<file path="config.mk">
export PLATFORM = sky130hd
export DESIGN_NAME = bk_sequencer
export DESIGN_NICKNAME = d
export VERILOG_FILES = /design/src/rtl/bk_sequencer.sv
export SDC_FILE = /design/constraint.sdc
export NUM_CORES = 1
export LEC_CHECK = 0
export CAP_MARGIN = 20
export CORE_ASPECT_RATIO = 2
export CORE_MARGIN = 3
export CORE_UTILIZATION = 50
export CTS_BUF_LIST = sky130_fd_sc_hd__clkbuf_4 sky130_fd_sc_hd__clkbuf_8
export DETAILED_ROUTE_END_ITERATION = 8
export HOLD_SLACK_MARGIN = 0.03
export MAX_ROUTING_LAYER = met4
export PLACE_DENSITY = 0.73
export SYNTH_ARGS = -nofsm -noshare
export SYNTH_HDL_FRONTEND = slang
export SYNTH_SLANG_ARGS = --single-unit
</file>
<file path="constraint.sdc">
create_clock -name clk_sys -period 3.8 [get_ports clk_sys]
set_input_delay 1.14 -clock clk_sys [delete_from_list [all_inputs] [get_ports clk_sys]]
set_output_delay 1.14 -clock clk_sys [all_outputs]
set_load 0.1 [all_outputs]
</file>
<file path="src/rtl/bk_sequencer.sv">
`default_nettype none
// =============================================================================
// bk_sequencer : backup-RAM load/save sequencer on the hps_io sector handshake
// Rev 1.0
// =============================================================================
module bk_sequencer #(
   parameter int SECTORS = 128,
   parameter int TIMEOUT = 50000000
) (
   input  logic        clk_sys,
   input  logic        reset,
   input  logic        bk_ena,
   input  logic        load_req,
   input  logic        save_req,
   input  logic        autosave,
   input  logic        dl_active,
   input  logic        bram_we,
   input  logic        sd_ack,
   output logic [31:0] sd_lba,
   output logic        sd_rd,
   output logic        sd_wr,
   output logic        busy,
   output logic        loading,
   output logic        dirty,
   output logic        done,
   output logic        err
);

   localparam int               LBA_W    = (SECTORS > 2) ? $clog2(SECTORS) : 1;
   localparam logic [LBA_W-1:0] LBA_LAST = LBA_W'(SECTORS - 1);
   localparam logic [26:0]      CNT_LAST = 27'(TIMEOUT - 1);

   localparam logic [1:0] ST_IDLE     = 2'd0;
   localparam logic [1:0] ST_WAIT_ACK = 2'd1;
   localparam logic [1:0] ST_WAIT_END = 2'd2;
   localparam logic [1:0] ST_ABORT    = 2'd3;

   logic [1:0]       state_q, state_d;
   logic [LBA_W-1:0] lba_q, lba_d;
   logic [26:0]      cnt_q, cnt_d;
   logic             rd_q, rd_d, wr_q, wr_d;
   logic             busy_q, busy_d, loading_q, loading_d;
   logic             dirty_q, dirty_d, done_q, done_d, err_q, err_d;
   logic             wflag_q, wflag_d;
   logic             load_prev_q, save_prev_q, auto_prev_q, dl_prev_q, ack_prev_q;

   logic load_rise, save_rise, auto_rise, dl_rise, dl_fall, ack_rise, ack_fall;
   logic start_load, start_save, cnt_expired, last_sector;

   assign load_rise   = load_req & ~load_prev_q;
   assign save_rise   = save_req & ~save_prev_q;
   assign auto_rise   = autosave & ~auto_prev_q;
   assign dl_rise     = dl_active & ~dl_prev_q;
   assign dl_fall     = ~dl_active & dl_prev_q;
   assign ack_rise    = sd_ack & ~ack_prev_q;
   assign ack_fall    = ~sd_ack & ack_prev_q;
   assign start_load  = bk_ena & (load_rise | dl_fall);
   assign start_save  = bk_ena & ~start_load & (save_rise | (auto_rise & dirty_q));
   assign cnt_expired = (cnt_q == CNT_LAST);
   assign last_sector = (lba_q == LBA_LAST);

   always_ff @(posedge clk_sys or posedge reset) begin
      if (reset) begin
         state_q     <= ST_IDLE;
         lba_q       <= '0;
         cnt_q       <= '0;
         rd_q        <= 1'b0;
         wr_q        <= 1'b0;
         busy_q      <= 1'b0;
         loading_q   <= 1'b0;
         dirty_q     <= 1'b0;
         done_q      <= 1'b0;
         err_q       <= 1'b0;
         wflag_q     <= 1'b0;
         load_prev_q <= 1'b0;
         save_prev_q <= 1'b0;
         auto_prev_q <= 1'b0;
         dl_prev_q   <= 1'b0;
         ack_prev_q  <= 1'b0;
      end else begin
         state_q     <= state_d;
         lba_q       <= lba_d;
         cnt_q       <= cnt_d;
         rd_q        <= rd_d;
         wr_q        <= wr_d;
         busy_q      <= busy_d;
         loading_q   <= loading_d;
         dirty_q     <= dirty_d;
         done_q      <= done_d;
         err_q       <= err_d;
         wflag_q     <= wflag_d;
         load_prev_q <= load_req;
         save_prev_q <= save_req;
         auto_prev_q <= autosave;
         dl_prev_q   <= dl_active;
         ack_prev_q  <= sd_ack;
      end
   end

   always_comb begin
      state_d = state_q;
      if (dl_rise) begin
         state_d = ST_IDLE;
      end else begin
         case (state_q)
            ST_IDLE:     if (start_load || start_save) state_d = ST_WAIT_ACK;
            ST_WAIT_ACK: if (ack_rise) state_d = ST_WAIT_END;
                         else if (cnt_expired) state_d = ST_ABORT;
            ST_WAIT_END: if (ack_fall) state_d = last_sector ? ST_IDLE : ST_WAIT_ACK;
                         else if (cnt_expired) state_d = ST_ABORT;
            default:     state_d = ST_IDLE;
         endcase
      end
   end

   // Register next values; loading_q distinguishes a load from a save mid-transfer.
   always_comb begin
      lba_d     = lba_q;
      rd_d      = rd_q;
      wr_d      = wr_q;
      busy_d    = busy_q;
      loading_d = loading_q;
      dirty_d   = dirty_q | (bram_we & ~loading_q);
      wflag_d   = wflag_q | (bram_we & ~loading_q);
      done_d    = 1'b0;
      err_d     = 1'b0;
      cnt_d     = cnt_q + 27'd1;
      if (dl_rise) begin
         rd_d      = 1'b0;
         wr_d      = 1'b0;
         busy_d    = 1'b0;
         loading_d = 1'b0;
         err_d     = busy_q;
         dirty_d   = 1'b0;
         cnt_d     = '0;
      end else begin
         case (state_q)
            ST_IDLE: begin
               cnt_d = '0;
               if (start_load) begin
                  lba_d     = '0;
                  rd_d      = 1'b1;
                  loading_d = 1'b1;
                  busy_d    = 1'b1;
               end else if (start_save) begin
                  lba_d   = '0;
                  wr_d    = 1'b1;
                  busy_d  = 1'b1;
                  wflag_d = bram_we;
               end
            end
            ST_WAIT_ACK, ST_WAIT_END: begin
               if (state_q == ST_WAIT_ACK && ack_rise) begin
                  rd_d  = 1'b0;
                  wr_d  = 1'b0;
                  cnt_d = '0;
               end else if (state_q == ST_WAIT_END && ack_fall) begin
                  cnt_d = '0;
                  if (last_sector) begin
                     done_d    = 1'b1;
                     busy_d    = 1'b0;
                     loading_d = 1'b0;
                     dirty_d   = loading_q ? 1'b0 : (wflag_q | bram_we);
                  end else begin
                     lba_d = lba_q + LBA_W'(1);
                     rd_d  = loading_q;
                     wr_d  = ~loading_q;
                  end
               end else if (cnt_expired) begin
                  rd_d      = 1'b0;
                  wr_d      = 1'b0;
                  busy_d    = 1'b0;
                  loading_d = 1'b0;
                  err_d     = 1'b1;
               end
            end
            default: cnt_d = '0;
         endcase
      end
   end

   always_comb begin
      sd_lba  = 32'(lba_q);
      sd_rd   = rd_q;
      sd_wr   = wr_q;
      busy    = busy_q;
      loading = loading_q;
      dirty   = dirty_q;
      done    = done_q;
      err     = err_q;
   end

endmodule
`default_nettype wire

</file>
Yosys cells after proc, flatten, opt, wreduce, memory -nomap -nowiden
Cells that the tools add are included.
{ "op_classes": {"eq_ne": 18, "div": 0, "n_mux": 59, "addsub": 2, "reduce_logical": 12, "bitwise_logic": 27, "magnitude_cmp": 0, "n_shift": 0, "n_mul": 0} }
{ "ops": {"columns": ["cell", "count"], "rows": [
  ["27-bit two-way mux", 4],
  ["1-bit two-way mux", 39],
  ["7-bit two-way mux", 5],
  ["27-bit by 1-bit adder with 27-bit output (second input constant)", 1],
  ["27-bit by 26-bit == test with 1-bit output (second input constant)", 1],
  ["3-bit != test (second input constant)", 6],
  ["5-bit AND reduction", 3],
  ["7-bit case mux with 2 select lines", 1],
  ["1-bit bitwise AND", 12],
  ["4-bit != test (second input constant)", 3],
  ["2-bit two-way mux", 5],
  ["5-bit != test (second input constant)", 2],
  ["1-bit NOT", 10],
  ["1-bit case mux with 2 select lines", 4],
  ["7-bit by 1-bit adder with 7-bit output (second input constant)", 1],
  ["7-bit == test (second input constant)", 1],
  ["2-bit != test (second input constant)", 3],
  ["2-bit case mux with 3 select lines", 1],
  ["6-bit AND reduction", 1],
  ["1-bit bitwise OR", 5],
  ["4-bit AND reduction", 1],
  ["3-bit nonzero test", 1],
  ["2-bit by 1-bit == test with 1-bit output (second input constant)", 1],
  ["2-bit == test (second input constant)", 1],
  ["5 further kinds", 6]
]} }
{ "word_totals": {"latchBits": 0, "regBits": 49, "romBits": 0, "output_inout_bits": 39, "mem_bits_rw": 0, "mem_count": 0, "word_cells": 134, "in_bits": 9} }

Longest topological paths before layout
Gate-level depths: netlist of run 1.
{ "depth": {"word_depth": 11, "ltp_mapped": 9, "ltp_nobuf": 7} }

Worst setup path before layout of run 1
OpenSTA, ideal clock, no wires.
{ "synth_path": {"path_kind": "input -> register", "from": "input dl_active", "to": "register wr_q (netlist: sd_wr)", "arrival_time_ps": 2374, "path_slack_ps": 1297, "required_time_ps": 3672, "setup_ps": 128, "stages": 7, "path_buffers": 2, "cell_sequence": "nor2b_1 -> clkbuf_1 -> nor3_2 -> nand2_1 -> buf_2 -> o211ai_1 -> mux2_1"} }
{ "synth_via": {"elab_chain_cells": 9, "word_cells_on_any_way": 15, "cone_classes": "eq/ne: 4; mux: 1; bitwise: 8; reduce/logical: 2"} }
{ "synth_rtl": {"columns": ["element", "line_no", "rtl"], "rows": [
  ["from (decl)", "16", "input logic dl_active,"],
  ["1-bit NOT", "54", "assign dl_fall = ~dl_active & dl_prev_q;"],
  ["1-bit bitwise AND", "54", null],
  ["1-bit bitwise OR", "57", "assign start_load = bk_ena & (load_rise | dl_fall);"],
  ["1-bit bitwise AND", "57", null],
  ["1-bit NOT", "58", "assign start_save = bk_ena & ~start_load & (save_rise | (auto_rise & dirty_q));"],
  ["1-bit bitwise AND (2 in series)", "58", null],
  ["3-bit != test (no line)", null, null],
  ["5-bit AND reduction (no line)", null, null],
  ["to (signal assigned)", "85", "wr_q <= wr_d;"],
  ["to (decl)", "41", "logic rd_q, rd_d, wr_q, wr_d;"]
]} }
Parallel ways exist; a longest one is shown, timed or not.
A chain may end at the register's enable or synchronous reset.

Worst setup path in the final report of run 1
{ "layout_path": {"from": "input sd_ack", "to": "register rd_q (netlist: sd_rd)"} }
{ "layout_via": {"elab_chain_cells": 7, "word_cells_on_any_way": 12, "cone_classes": "eq/ne: 2; mux: 4; bitwise: 3; reduce/logical: 3"} }
{ "layout_rtl": {"columns": ["element", "line_no", "rtl"], "rows": [
  ["from (decl)", "18", "input logic sd_ack,"],
  ["1-bit NOT", "56", "assign ack_fall = ~sd_ack & ack_prev_q;"],
  ["1-bit bitwise AND", "56", null],
  ["1-bit logical AND", "157", "end else if (state_q == ST_WAIT_END && ack_fall) begin"],
  ["1-bit two-way mux", "157", null],
  ["1-bit two-way mux", "153", "if (state_q == ST_WAIT_ACK && ack_rise) begin"],
  ["1-bit case mux with 2 select lines", "137", "case (state_q)"],
  ["1-bit two-way mux", "128", "if (dl_rise) begin"],
  ["to (signal assigned)", "84", "rd_q <= rd_d;"],
  ["to (decl)", "41", null]
]} }
Parallel ways exist; a longest one is shown, timed or not.

==> flow_results.org, run 1 <==
** Power
- The clock network burns 21.5% of the power.
- Worst IR Drop VDD :: 0.000626 V
- Leakage component of the power :: 1.29 nW
- For this design the ratio of total power to cell area is about 600 nW/um^2.
- The internal portion of the total power is approximately 1 mW.
- Summing internal, switching and leakage power gives 1.80 mW.
- Switch share :: 45.2%
- Relative contribution of combinational cells to total power :: 44.1%
- Seq pwr share :: approximately 34%
- Net Sw Power :: 0.813 mW

** Global route
- Number of global-route vias before repair :: between 2000 and 2500
- Maximum number of pins on one net before global-route repair :: 28
- Initial antenna violation count :: 0
- Global routing used 18.7% of the available tracks across all layers.
- The first global-routing pass estimated approximately 9300 um of wire.
- GR Overflow Total :: 0

** Synthesis
- Of all flip-flops after synthesis, the portion carrying an async set or reset was 100%.
- Synthesis produced a netlist whose cell count is 294.
- In this run the biggest area consumer among cell types represents 44.4% of the synthesized area.
- Yosys top cell by area :: sky130_fd_sc_hd__dfrtp_1
- In this run, synthesis inferred 0 flip-flops with an integrated enable.
- In this run, synthesis produced a sequential element count of 49.
- Dominant register cell in the synthesized netlist :: sky130_fd_sc_hd__dfrtp_1
- Sorting the synthesized cells by area gives the leading types as sky130_fd_sc_hd__dfrtp_1, sky130_fd_sc_hd__buf_4, sky130_fd_sc_hd__nor2_1, sky130_fd_sc_hd__xnor2_1, sky130_fd_sc_hd__a21oi_1.
- Summing every instance area after synthesis gives between 2000 and 3000 sq um.
- Share of synthesized area occupied by flip-flops and latches :: 44.4%
- In this run the mean area of a mapped cell was 9.38 sq um.
- The netlist uses 50 different library cells.
- Warnings from Yosys :: 0

** Run status
- The flow ran to the end, and the final reports show no timing, DRC or antenna violations.

** Final layout
- Net count, final :: 328
- Summing all multi-input logic gate instances after layout gives 1340 sq um.
- Number of diodes :: 0
- Final design area excluding fillers :: 3010 sq um
- Registers take about 1200 sq um.
- From synthesis to final layout, the design area changed by 9.16%.
- Counting the fill cells in the layout gives 455.
- Share of final-layout standard cells stronger than drive strength 1 :: under 10%
- Cells fill 57.6% of the core in the end.

** STA
- Number of setup violations in the final report :: 0
- The final critical path takes up 77.8% of the cycle.
- In the final timing run, aggregate negative setup slack is 0 ps.
- The number of max-slew violations in the final report came to 0.
- Least-Margin Pin Slew :: 960 ps
- The final hold violation count is 0.
- Worst max-slew margin expressed relative to the limit :: a little over a third
- Hold timing on the final database bottoms out at a slack of between 400 and 500 ps.
- Static timing analysis puts the maximum clock frequency at around 0.34 GHz.
- Setup repair after global routing left no endpoint under its margin.
- Across the routed clock network, the largest skew measured is 11.6 ps.
- The routed design could run at a clock period as short as 2960 ps.

** Critical path
- STA puts the critical path data required time at between 3000 and 4000 ps.
- CP bufs+invs :: 1
- The setup path with the least slack is of type in -> reg.
- In this run the worst path has a maximum fanout of 6.
- Worst setup SP type :: input pin
- Crit-path slowest cell :: sky130_fd_sc_hd__nor4_1
- The largest single stage delay on the critical path is 600 ps.
- The signal on the critical path passes through clkdlybuf4s50_1 -> nand3b_1 -> nor4_1 -> o21ai_0 -> o211ai_1 -> mux2_1.
- The kind of cell with the highest combined delay along the critical path is simple AND/OR/NAND/NOR gates.
- The worst setup path is captured at a flip-flop.
- Data arrival time of the critical path :: 3150 ps

** Floorplanning
- The die covers 6500 sq um.
- Top-level port count :: 48
- From left edge to right edge, the die measures 58.5 um.
- The die is 111 um tall.
- Starting density of the core :: 52.7%
- Area of the core :: 5230 sq um
- Row generation in the floorplan step produced 37 rows.

** Placement
- Total placed instance area :: 2890 sq um
- Total half-perimeter wirelength after legalization and detailed placement :: 4340 um
- Port buffering added 22 buffers.
- Gp weighted congestion :: 0.839

** Routing
- In this run the remaining antenna-violating nets after routing total 0.
- DR vias :: between 2000 and 2500
- The first TritonRoute pass finished after 4 iterations.
- Wires add up to 5700 um.
- In this run, the number of DRC markers left after iteration 0 of detailed routing was 81.
- In the routed design, unresolved DRC markers number 0.
- DR WL/cell :: 15.3 um
- Via-per-instance ratio :: 5.76

** Hold path
- In this run the worst hold path is classified as reg -> reg.

** Clocking
- The clock net in this run drives a total of 49 sinks.
- Clock buffers created by TritonCTS :: 5
- Root buffer cell :: sky130_fd_sc_hd__clkbuf_8
- Buffers added to address setup during post-CTS repair amount to 0.
- After clock tree synthesis, the clock-pin slew on the worst setup and hold paths is 90 ps.
- In this run, post-CTS hold repair placed 0 buffers.
- Counting along the longest clock path gives a buffer depth of 2.
- Post_cts resized :: 0
- The clock tree synthesis step divided the H-tree into 2 levels.
- TritonCTS built the clock tree.
- Clock latency on the worst-skew pair :: 300 ps

** Run
- Max_cap viols :: 0
-- Yosys cell counts, types with 5 or more instances --
cell type / number
sky130_fd_sc_hd__ha_1: 6
sky130_fd_sc_hd__buf_2: 5
sky130_fd_sc_hd__or3_1: 8
sky130_fd_sc_hd__a21oi_1: 16
sky130_fd_sc_hd__nand4_1: 8
sky130_fd_sc_hd__o21ai_0: 14
sky130_fd_sc_hd__nand2_1: 12
sky130_fd_sc_hd__and3_1: 7
sky130_fd_sc_hd__xnor2_1: 11
sky130_fd_sc_hd__nand3_1: 14
sky130_fd_sc_hd__inv_1: 11
sky130_fd_sc_hd__nor2_1: 26
sky130_fd_sc_hd__dfrtp_1: 49
sky130_fd_sc_hd__buf_4: 25
sky130_fd_sc_hd__xor2_1: 7
sky130_fd_sc_hd__nor3_1: 9
-- registers in the layout, summed over array words and instances (netlist names) --
register,flops
loading,1
busy,1
save_prev_q,1
wflag_q,1
sd_rd,1
err,1
ack_prev_q,1
sd_wr,1
cnt_q,27
state_q,2
auto_prev_q,1
done,1
dirty,1
load_prev_q,1
dl_prev_q,1
lba_q,7
-- power by group through the flow --
stage / Combinational, mW / Sequential, mW / Clock [mW]
after floorplan: 0.464 / 0.816 / 0
after global placement: 0.786 / 0.626 / 0
after detailed placement: 0.793 / 0.628 / 0
after CTS: 0.796 / 0.617 / 0.398
after global routing: 0.852 / 0.625 / 0.417
final: 0.793 / 0.618 / 0.387
-- layout make-up --
type	count	area share [%]
multi-input cells	221	44.6
inverters	12	1.50
flip-flops and latches	49	40.7
clock inverters	2	1.25
clock buffers	6	2.74
repair buffers	24	6.81
well taps	58	2.41
-- layer usage --
| metal | up-vias | GRT usage [%] | routed length (um) |
|---|---|---|---|
| li1 | 1028 | - | - |
| met1 | 1039 | 19.6 | 2070 |
| met2 | 58 | 32.9 | 3210 |
| met3 | 16 | 3.03 | 211 |
| met4 | 0 | 8.05 | 206 |
| met5 | - | - | 0 |
-- worst reg2reg max path, delay by kind of cell (launching register included) --
| family | cells | cell delay (ps) |
|---|---|---|
| flip-flops | 1 | 410 |
| adder cells (fa/ha/maj) | 1 | 460 |
| multiplexers | 1 | 330 |
| AO/OA/AOI/OAI | 2 | 380 |
| AND/OR/NAND/NOR | 1 | 670 |
| buffers and inverters | 2 | 390 |
-- per-stage QoR --
step                setup slack (ps)  instances
finish                           843        372
global route                     764        372
CTS                              890        372
detailed placement               570        364
global placement                 620        364
floorplan                       1300        318
-- placed cells by master, fill, tap and decap left out, types with 9 or more instances in the layout --
cell,count
sky130_fd_sc_hd__inv_1,10
sky130_fd_sc_hd__nor2_1,26
sky130_fd_sc_hd__nor3_1,9
sky130_fd_sc_hd__nand3_1,14
sky130_fd_sc_hd__dfrtp_1,49
sky130_fd_sc_hd__nand2_1,12
sky130_fd_sc_hd__o21ai_0,14
sky130_fd_sc_hd__xnor2_1,11
sky130_fd_sc_hd__clkdlybuf4s50_1,10
sky130_fd_sc_hd__a21oi_1,16
sky130_fd_sc_hd__conb_1,25
sky130_fd_sc_hd__buf_4,14
-- worst paths after layout --
check                           slack, ps  startpoint          to  cells past startpoint
max in group asynchronous            1880       reset    cnt_q[9]                      3
worst min-delay path                  490    cnt_q[0]    cnt_q[0]                      1
min in group asynchronous            1180       reset  ack_prev_q                      2
worst max-delay path                  840      sd_ack       sd_rd                      6
worst min register to register        490    cnt_q[0]    cnt_q[0]                      1
worst max register to register       1040  state_q[0]       sd_rd                      7
-- kinds of logic after synthesis --
family / count (synthesis) / synth area share, %
compound gates: 55 / 12.4
xor+xnor: 18 / 5.71
fa+ha+maj: 6 / 2.72
buf+inv: 48 / 10.2
flops: 49 / 44.4
mux: 5 / 1.90
other cells: 1 / 0.136
simple gates: 112 / 22.5
Power figures use the tool's default switching activity.
==> inputs of run 2 (changes only) <==
CORE_UTILIZATION = 49   (was 50)
PLACE_DENSITY = 0.75   (was 0.73)
clock period = 2.4 ns   (was 3.8 ns; I/O delays follow)
==> run 2 against run 1 <==
Against the previous run: sequential cell count unchanged; clock-buffer cell count down 1; critical path depth unchanged; clock skew up 3.9 ps; via count up 3.9%; sequential power up 57%; critical path type unchanged; largest cell class unchanged; highest routed layer unchanged.
==> flow_results.org, run 2 (synthesis gave the netlist of run 1 again) <==
** Routing
- The starting DRC count in detailed routing was 126 (+56%).
- The count of TritonRoute iterations in the first routing pass was 8 (+4).
- Number of design rule violations left after detail routing :: 0 (unchanged)
- The number of vias in the routed layout was 2224 (+3.9%).
- Via-per-instance ratio :: 5.62 (-2.4%)
- The routed length per instance is 15.2 um (-0.75%).
- Remaining number of nets flagged by the antenna check after routing :: 0 (unchanged)
- The overall routed net length was 6020 um (+5.7%).

** STA
- Setup clock skew after layout :: 15.5 ps (+3.93 ps)
- Maximum clock frequency :: 0.434 GHz
- The final hold violation count is 0 (unchanged).
- Max-slew violations :: 0 (unchanged)
- The setup-violating endpoint count in the final report was 0 (unchanged).
- Setup repair after global routing missed its margin :: false
- Shortest period the worst path allows :: 2300 ps
- Setup TNS Final :: 0 ps (unchanged)
- Final cycle utilization of the critical path :: 95.9%

** Critical path
- Data arrival time of the critical path :: 2540 ps (-610 ps)
- FF-to-FF setup slack :: 300 ps (-740 ps)
- The critical path is of the in -> reg type.
- Capturing point of the worst reg2reg path :: sd_rd
- Worst setup SP type :: input pin
- The worst register-to-register path begins at state_q[1].
- The worst-case reg-to-reg path depth is 8 (+1).
- Required time of the critical path :: 2640 ps (-1350 ps)
- Sort of element at the end of the critical path :: flip-flop
- The maximum fanout encountered on the critical timing path was 5 (-1).

** Power
- The areal power density over the cells is 924 nW/um^2 (+55%).
- Leakage component of the power :: 1.40 nW (+8.4%)
- The worst-case vdd ir drop came to 0.000980 V (+57%).

** Placement
- The estimated wirelength of the detail-placed design is 4540 um (+4.7%).
- Gp weighted congestion :: 0.940 (+12%)
- The placed instance area was 3070 sq um (+6.1%).
- The count of port buffers added during placement came to 22 (unchanged).

** Final layout
- The largest registers in the layout are cnt_q: 27 flops, lba_q: 7 flops, state_q: 2 flops.
- The library cell used most frequently in the layout, excluding fill and tap cells, is sky130_fd_sc_hd__dfrtp_1.
- The final cell utilization of the core was 58.9% (+1.3 points).
- Register area :: 1230 sq um (+0.20%)
- The area used by multi-input combinational logic was 1350 sq um (+0.47%).
- Share of final-layout standard cells stronger than drive strength 1 :: 17.0% (+7.4 points)
- The flip-flop count of the largest register, all copies and words added was 27 (unchanged).
- In the layout the commonest cells are sky130_fd_sc_hd__dfrtp_1, sky130_fd_sc_hd__buf_4, sky130_fd_sc_hd__nor2_1.
- The number of filler cells placed in the layout came to 506 (+11%).
- Final design area excluding fillers :: 3190 sq um (+5.9%)
- The number of antenna cells inserted was 0 (unchanged).
- Net count, final :: 350 (+6.7%)
- Most flop-heavy register :: cnt_q
- Area growth from synthesis to final layout :: 15.6%

** Global route
- First-pass GRT wire length :: 9900 um (+6.3%)
- GR Overflow Total :: 0 (unchanged)
- The combined global-route utilization of all metal layers is 20.0% (+1.3 points).
- The largest net degree at the start of global routing is 33 (+18%).
- Number of global-route vias before repair :: 2226 (+11%)
- Initial antenna violation count :: 0 (unchanged)

** Clocking
- The clock sink total was 49 (unchanged).
- Number of H-tree branching levels :: 2 (unchanged)
- Clock latency on the worst-skew pair :: 320 ps (+20 ps)
- Hold buffer count at CTS :: 0 (unchanged)
- Clk slew on worst S/H paths :: 100 ps (about the same)
- Clock buffers created by TritonCTS :: 5 (unchanged)
- Clock tree synthesis selected as its root buffer the cell sky130_fd_sc_hd__clkbuf_8.
- The maximum count of clock buffers along a single path was 2 (unchanged).
- TritonCTS clock tree :: built
- The buffers inserted during post-CTS setup optimization came to 0 (unchanged).
- Post_cts resized :: 0 (unchanged)

** Floorplanning
- The I/O pin total came to 48 (unchanged).
- Die Footprint :: 6620 sq um (+1.9%)
- X dimension of the die :: 59.1 um (+0.91%)
- The overall die height came to 112 um (+0.96%).
- Starting density of the core :: 50.9% (-1.8 points)
- The core box area is 5420 sq um (+3.6%).
- Standard-cell rows :: 38 (+2.7%)

** Run
- Max_cap viols :: 0 (unchanged)

** Hold path
- Count of cells along the worst hold path :: 1 (unchanged)
- The startpoint identified for the worst hold timing path is cnt_q[0].
- Endpoint, Worst Hold :: cnt_q[0]
- Worst Hold Class :: reg -> reg

** Run status
- Outcome :: finished, final reports clean
==> run 2: layout make-up <==
type                       instances  area share (%)
timing repair buffer              46            11.8
tap                               60            2.35
multi-input combinational        221            42.3
clock inverter                     3            1.45
inverter                          12            1.41
sequential                        49            38.5
clock buffer                       5            2.16
==> run 2: metrics by stage <==
step	hold slack [ps]	total power [mW]	cells	worst slack [ps]
floorplan	448	2.03	318	66.0
global placement	478	2.33	388	-257
detailed placement	488	2.35	388	-262
CTS	501	2.97	396	86.4
global route	526	3.10	396	19.7
finish	502	2.95	396	98.4
==> run 2: worst max path at each step <==
| stage | startpoint | to | depth (start not counted) |
|---|---|---|---|
| global route | load_req | lba_q[3] | 6 |
| detailed placement | sd_ack | sd_rd | 6 |
| floorplan | dirty | lba_q[3] | 5 |
| global placement | sd_ack | sd_wr | 6 |
| finish | bk_ena | lba_q[3] | 6 |
| CTS | sd_ack | sd_rd | 6 |
==> run 2: report_power, final <==
part	switching, mW	internal, mW	total (mW)	leakage, nW
sequential	0.0678	0.905	0.973	0.651
clock	0.297	0.312	0.609	0.0543
combinational	0.965	0.401	1.37	0.695
total	1.33	1.62	2.95	1.40
==> run 2: worst max-delay path: stages <==
cell and delay [ps]:
sky130_fd_sc_hd__clkdlybuf4s50_1 500, sky130_fd_sc_hd__and4b_1 230, sky130_fd_sc_hd__nor2_1 70, sky130_fd_sc_hd__a311o_1 390, sky130_fd_sc_hd__or3_1 400, sky130_fd_sc_hd__o31ai_1 240
==> run 2: metal layers <==
layer  share of wire [%]  track usage, %  up-vias
li1                    -               -     1064
met1                  35            19.8     1087
met2                  58            36.0       58
met3                 3.4            3.57       15
met4                 3.1            9.23        0
met5                   0               -        -
==> inputs of run 3 (changes only) <==
CTS_CLUSTER_SIZE = 28   (was not set)
==> results of run 3 <==
Same layout as run 2: the final DEF is identical, and so are final timing and power.
